<file path="src/rtl/serial_adder_ctrl.sv">
// Bit-serial adder behind a valid/ready handshake: accepts an operand pair,
// adds one bit per cycle LSB first, then holds {carry,sum} until taken.
module serial_adder_ctrl #(
    parameter int WIDTH = 8
) (
    input  logic             clk,
    input  logic             rst,
    input  logic             in_valid,
    output logic             in_ready,
    input  logic [WIDTH-1:0] a,
    input  logic [WIDTH-1:0] b,
    output logic             out_valid,
    input  logic             out_ready,
    output logic [WIDTH-1:0] sum,
    output logic             carry,
    output logic             busy
);

    localparam int CW = (WIDTH > 1) ? $clog2(WIDTH) : 1;
    localparam logic [CW-1:0] LAST = CW'(WIDTH - 1);

    typedef enum logic [1:0] {
        IDLE,
        RUN,
        DONE
    } state_t;

    state_t           state;
    logic [WIDTH-1:0] op_a;
    logic [WIDTH-1:0] op_b;
    logic [CW-1:0]    cnt;

    logic a_bit;
    logic b_bit;
    logic half_sum;
    logic half_carry;
    logic bit_sum;
    logic bit_carry;

    // One full add per cycle, built from two half-adder stages; carry is the running carry.
    always_comb begin
        a_bit      = op_a[cnt];
        b_bit      = op_b[cnt];
        half_sum   = a_bit ^ b_bit;
        half_carry = a_bit & b_bit;
        bit_sum    = half_sum ^ carry;
        bit_carry  = half_carry | (half_sum & carry);
    end

    always_ff @(posedge clk or posedge rst) begin
        if (rst) begin
            state     <= IDLE;
            op_a      <= '0;
            op_b      <= '0;
            cnt       <= '0;
            sum       <= '0;
            carry     <= 1'b0;
            in_ready  <= 1'b1;
            out_valid <= 1'b0;
            busy      <= 1'b0;
        end else begin
            case (state)
                IDLE: begin
                    if (in_valid) begin
                        op_a     <= a;
                        op_b     <= b;
                        cnt      <= '0;
                        sum      <= '0;
                        carry    <= 1'b0;
                        state    <= RUN;
                        in_ready <= 1'b0;
                        busy     <= 1'b1;
                    end
                end
                RUN: begin
                    sum[cnt] <= bit_sum;
                    carry    <= bit_carry;
                    cnt      <= cnt + CW'(1);
                    if (cnt == LAST) begin
                        state     <= DONE;
                        out_valid <= 1'b1;
                    end
                end
                DONE: begin
                    // A new in_valid here is deliberately ignored; it is taken from IDLE next cycle.
                    if (out_ready) begin
                        state     <= IDLE;
                        out_valid <= 1'b0;
                        busy      <= 1'b0;
                        in_ready  <= 1'b1;
                    end
                end
                default: begin
                    state     <= IDLE;
                    in_ready  <= 1'b1;
                    out_valid <= 1'b0;
                    busy      <= 1'b0;
                end
            endcase
        end
    end

endmodule

</file>
<file path="config.mk">
export PLATFORM = sky130hd
export DESIGN_NAME = serial_adder_ctrl
export DESIGN_NICKNAME = d
export VERILOG_FILES = /design/src/rtl/serial_adder_ctrl.sv
export SDC_FILE = /design/constraint.sdc
export NUM_CORES = 1
export LEC_CHECK = 0
export CORE_UTILIZATION = 55
export CTS_CLUSTER_DIAMETER = 30
export CTS_CLUSTER_SIZE = 8
export DETAILED_ROUTE_END_ITERATION = 7
export PLACE_DENSITY = 0.84
export SYNTH_ARGS = -nofsm -noshare
export SYNTH_HDL_FRONTEND = slang
export SYNTH_SLANG_ARGS = --single-unit
</file>
<file path="constraint.sdc">
create_clock -name clk -period 4.45 [get_ports clk]
set_clock_uncertainty 0.15 [all_clocks]
set_input_delay 0.89 -clock clk [delete_from_list [all_inputs] [get_ports clk]]
set_output_delay 0.89 -clock clk [all_outputs]
set_load 0.01 [all_outputs]
</file>
* Word-level counts from Yosys, hierarchy flattened
Index checks and enable logic that the tools add are counted.
Cells by class: $add $sub $neg 1, multiply operators 0, div/mod/pow operators 0, order comparisons 2, equality and inequality tests 6, shift operators 0, muxes and demuxes 24, bitwise gates (word level) 7, reductions and logical operators 8
Operators by type and width (count):
- 8-bit one-hot mux with 2 select lines | 1
- 1-bit one-hot mux with 3 select lines | 3
- 3-bit AND reduction | 3
- 8-bit bitwise mux | 1
- 1-bit two-way mux | 8
- 8-bit two-way mux | 1
- 1-bit binary-select mux with 3-bit select | 2
- 2-bit two-way mux | 3
- 2-bit != test, second input constant | 3
- 2-bit one-hot mux with 3 select lines | 1
- 3-bit one-hot mux with 2 select lines | 1
- 3-bit by 4-bit < comparator with 1-bit output, second input constant | 1
- 2-bit AND reduction | 2
- 3-bit by 1-bit adder with 3-bit output, second input constant | 1
- 1-bit demux with 3-bit select | 1
- 3-bit equality test, second input constant | 1
- 3-bit by 1-bit >= comparator with 1-bit output, second input constant | 1
- 3-bit two-way mux | 1
- 1-bit AND | 2
- 2-bit by 1-bit equality test with 1-bit output, second input constant | 1
- 2-bit equality test, second input constant | 1
- 2-bit logical NOT | 1
- 1-bit NOT | 2
- 1-bit one-hot mux with 2 select lines | 1
- other kinds (4) | 5
Storage, ports and cells: register bits after elaboration 33, latch bits 0, memory bits (writable) 0, ROM bits 0, input bits 20, output and inout port bits 12, logic and storage cells 57, memories 0

* Depth between registers and ports, before layout
word-level depth 6, mapped depth 8

* Least setup slack after synthesis
No wires, ideal clock.
path type register to register, start register cnt[0], end register sum[6], setup time 69 ps, arrival 2449 ps, data required time 4231 ps, slack 1782 ps, stages on the path, launching flop included 9, period minus slack after synthesis 2668 ps, cells stage by stage dfrtp_1 buf_6 mux4_1 mux2_2 fa_1 and3b_1 clkbuf_2 or3b_1 nand3_1
On the way: word-level cells in the longest chain between the ends 6, elaborated cells on any way between the ends 13, classes of those cells order compare: 2; mux: 8; bitwise: 2; reduce/logical: 1
Ends and longest elaborated chain:
- start, declared | RTL line 31 | logic [CW-1:0] cnt;
- start signal, assigned | RTL line 78 | cnt <= cnt + CW'(1);
- 3-bit by 4-bit < comparator with 1-bit output (not written as such) (tied with other cells) | RTL line 76 | sum[cnt] <= bit_sum;
- 1-bit logical AND (not written as such) (tied with other cells) | RTL line 76
- 1-bit two-way mux (not written as such) or 1-bit XOR (tied branches) | RTL line 76, 44
- 1-bit demux with 3-bit select or 1-bit XOR (tied branches) | RTL line 76, 46
- 8-bit bitwise mux (*) | RTL line 76
- 8-bit one-hot mux with 2 select lines (*) | RTL line 62 | case (state)
- end signal, assigned by index | RTL line 76
- end, declared | RTL line 14 | output logic [WIDTH-1:0] sum,
Mark *: on every way between the ends. The rest lies on a longest branch, timed or not. The select of a mux whose other input is x is not followed. A chain may end at the register's enable or synchronous reset.

* Final worst setup path
Ends and elaborated chain as after synthesis.

==> results.ini <==
[global_route]
grtUsageTotal_pct=21.5
overflow=0
grt_pass1_vias=1181
globalRouteMet1Util_pct=26.0
grt_max_degree=34
top_usage_layer=met2
grt_util_met3_pct=6.80
antenna_found_initial=0
globalRouteMet2Util_pct=36.0
grt_pass1_wl_um=5260

[clock_network]
post_cts_resized=0
clock_tree.root_cell=sky130_fd_sc_hd__clkbuf_4
cts.sinks=33
holdBufCountCts=0
tritoncts.num_buffers=5
clk_pin_slew_worst_paths_ns=0.10
cts_tree=done
clockBufferDepth=2
post_cts_setup_buffer_count=0
clock_latency_ns=0.34
htreeDepth=2

[routing]
drt_wl_total_um=3010
vias=1152
drt_pre_antenna_iters=6
number_of_design_rule_violations_left_after_detail_routing=3
route.detailed.wl_per_inst_um=15.8
drtIter0Drc=47
drt-vias-per-instance=6.06
antenna_left=0

[final_layout]
most_frequent_cells_in_the_layout=32 x sky130_fd_sc_hd__dfrtp_1, 31 x sky130_fd_sc_hd__clkdlybuf4s50_1, 9 x sky130_fd_sc_hd__nand2_1, 9 x sky130_fd_sc_hd__mux2_4, 9 x sky130_fd_sc_hd__mux2_2
end_of_flow_core_utilization_pct=71.4
antennaDiodeCount=0
num-fill-cells=208
layout_commonest_cell=sky130_fd_sc_hd__dfrtp_1
relative_area_change_from_synthesis_to_final_layout_pct=20.1
post_layout_nonfiller_instances=190
final_net_count=182
fin_area_mm2=0.00200
drive_gt1_share_pct=17.6

[power]
power.share.combinational_pct=46.0
seq_power_share_pct=41.9
total_leakage_power_nw=0.886
irDropWorstVdd_mv=0.325
clockPowerShare_pct=12.2
net-switching-power_w=0.000489
power-per-cell-area_mw_per_mm2=690
switching_share_pct=35.4
power.internal_w=0.000892

[logic_synthesis]
synth_cells=130
ys_seq_area_share_pct=49.6
yosysUniqueCellTypes=37
syn_nets=153
postSynthAreaPerCell_um2=12.8
synthTopCellsByArea=sky130_fd_sc_hd__dfrtp_1 48%, sky130_fd_sc_hd__mux2_4 8.1%, sky130_fd_sc_hd__mux4_1 6.3%
yosysTopAreaCellShare_pct=48.0
synth-warning-count=0
library_cell_occupying_the_most_area_in_the_post_synthesis_netlist=sky130_fd_sc_hd__dfrtp_1
synth_area_mm2=0.00167
synth-seq-cells=33

[timing]
timing.slew.headroom_pct=45.6
final.setup.tns_ns=0
final_period_minus_worst_setup_slack_ns=3.10
report.final.setup_viol=0
maxClockFrequency_mhz=323
final-hold-violation-count=0
timing.final.max_slew_violations=0
layout_setup_ws_ns=1.35
final.period_utilization_pct=69.6
rsz0062_at_grt=no
worst_pin_slew_ns=0.815

[floorplan]
io-pin-count=32
floorplan.rows=19
core_area_mm2=0.00281
fp.dieH_um=57.1
fp.dieArea_mm2=0.00326
chipWidth_um=57.1
floorplan.initialDensity_pct=59.5

[worst_setup_path]
worst_path_maximum_fanout=19
start_kind=register
critical_path_required_ns=4.58
critical_path_arrival_ns=3.23
r2r_slack_ns=1.35
endpoint_type_of_the_worst_setup_path=register
criticalPathCategory=register to register

[run_status]
violations=design-rule violations
outcome=complete, but fails checks

[place]
dpl.hpwl_um=2090
gpl.final_weighted_congestion=0.741
placedCellCount=183
placement.io_buffers=31
dp_worst_setup_slack_ns=1.39
placement.cell_area_mm2=0.00195

[hold_path]
hp-class=register to register

[job]
max_cap_violations=0

==> final cells by class <==
| type | instances | area [um2] | share of cell area (%) |
|---|---|---|---|
| clock buffers | 7 | 55.1 | 2.75 |
| inverters | 5 | 18.8 | 0.937 |
| multi-input cells | 82 | 746 | 37.2 |
| repair buffers | 32 | 318 | 15.9 |
| flip-flops and latches | 33 | 827 | 41.3 |
| well taps | 31 | 38.8 | 1.94 |
==> state kept, by name, indices dropped and copies added, names as in the netlist <==
register and flops:
cnt 3, in_ready 1, carry 1, out_valid 1
state 2, busy 1, op_b 8, sum 8
op_a 8
==> worst max-delay path, stage by stage (launching register included) <==
cell and delay [ns]:
sky130_fd_sc_hd__dfrtp_1 0.75, sky130_fd_sc_hd__mux4_1 0.63, sky130_fd_sc_hd__mux2_2 0.29, sky130_fd_sc_hd__fa_1 0.49, sky130_fd_sc_hd__and3b_1 0.28, sky130_fd_sc_hd__or3b_1 0.37
sky130_fd_sc_hd__nand3_1 0.07
==> metrics by stage <==
step                power, W  hold slack [ns]
detailed placement   0.00122            0.343
CTS                  0.00139            0.365
global route         0.00148            0.384
floorplan            0.00107            0.322
finish               0.00138            0.364
global placement     0.00118            0.334
==> kinds of logic after synthesis <==
family	after synthesis	synth area share, %
buffers and inverters	15	5.70
adder cells (fa/ha/maj)	3	2.70
AND/OR/NAND/NOR	30	10.3
flip-flops	33	49.6
multiplexers	22	20.5
AO/OA/AOI/OAI	27	11.3
==> layer usage <==
layer  share of wire, %  up-vias  wire (um)
met5                  0        -          0
met4                1.7        0         51
met3                4.9        6        148
met2                 52       39       1580
met1                 41      580       1230
li1                   -      527          -
==> cell usage after synthesis <==
| master | count |
|---|---|
| sky130_fd_sc_hd__fa_1 | 1 |
| sky130_fd_sc_hd__nor2b_2 | 1 |
| sky130_fd_sc_hd__nor3_1 | 1 |
| sky130_fd_sc_hd__mux4_1 | 4 |
| sky130_fd_sc_hd__a22o_1 | 4 |
| sky130_fd_sc_hd__clkbuf_2 | 1 |
| sky130_fd_sc_hd__dfrtp_1 | 32 |
| sky130_fd_sc_hd__o211ai_1 | 1 |
| sky130_fd_sc_hd__buf_6 | 2 |
| sky130_fd_sc_hd__and3b_1 | 1 |
| sky130_fd_sc_hd__o21ai_0 | 3 |
| sky130_fd_sc_hd__clkbuf_1 | 3 |
| sky130_fd_sc_hd__or3b_1 | 1 |
| sky130_fd_sc_hd__dfstp_2 | 1 |
| sky130_fd_sc_hd__mux2_4 | 9 |
| sky130_fd_sc_hd__buf_4 | 1 |
| sky130_fd_sc_hd__nor2_1 | 5 |
| sky130_fd_sc_hd__nor2b_4 | 1 |
| sky130_fd_sc_hd__nand2b_1 | 2 |
| sky130_fd_sc_hd__o22a_1 | 1 |
| sky130_fd_sc_hd__a21o_1 | 3 |
| sky130_fd_sc_hd__nand2_1 | 9 |
| sky130_fd_sc_hd__and2b_1 | 1 |
| sky130_fd_sc_hd__a21oi_1 | 6 |
| sky130_fd_sc_hd__ha_1 | 2 |
| sky130_fd_sc_hd__o21bai_1 | 2 |
| sky130_fd_sc_hd__buf_2 | 2 |
| sky130_fd_sc_hd__a32o_1 | 2 |
| sky130_fd_sc_hd__nor2b_1 | 1 |
| sky130_fd_sc_hd__nand3b_1 | 3 |
| sky130_fd_sc_hd__inv_1 | 5 |
| sky130_fd_sc_hd__a22oi_1 | 2 |
| sky130_fd_sc_hd__buf_12 | 1 |
| sky130_fd_sc_hd__mux2_2 | 9 |
| sky130_fd_sc_hd__o22ai_1 | 3 |
| sky130_fd_sc_hd__nand3_1 | 2 |
| sky130_fd_sc_hd__nor3b_1 | 2 |
==> power by group through the flow <==
stage / Combinational [W] / Clock [W] / Sequential (W)
finish: 0.000635 / 0.000168 / 0.000578
global route: 0.000699 / 0.000185 / 0.000600
CTS: 0.000641 / 0.000173 / 0.000576
detailed placement: 0.000637 / 0 / 0.000582
global placement: 0.000606 / 0 / 0.000571
floorplan: 0.000552 / 0 / 0.000520
==> path summary, 6_finish.rpt <==
path,from,end,cells after the start
min in group asynchronous,rst,op_b[4],3
hold / removal,op_b[3],op_b[3],1
setup reg to reg,cnt[0],sum[6],6
hold reg to reg,op_b[3],op_b[3],1
max in group asynchronous,rst,in_ready,3
setup / recovery,cnt[0],sum[6],6
No activity file was read; power rests on OpenSTA's default activity.
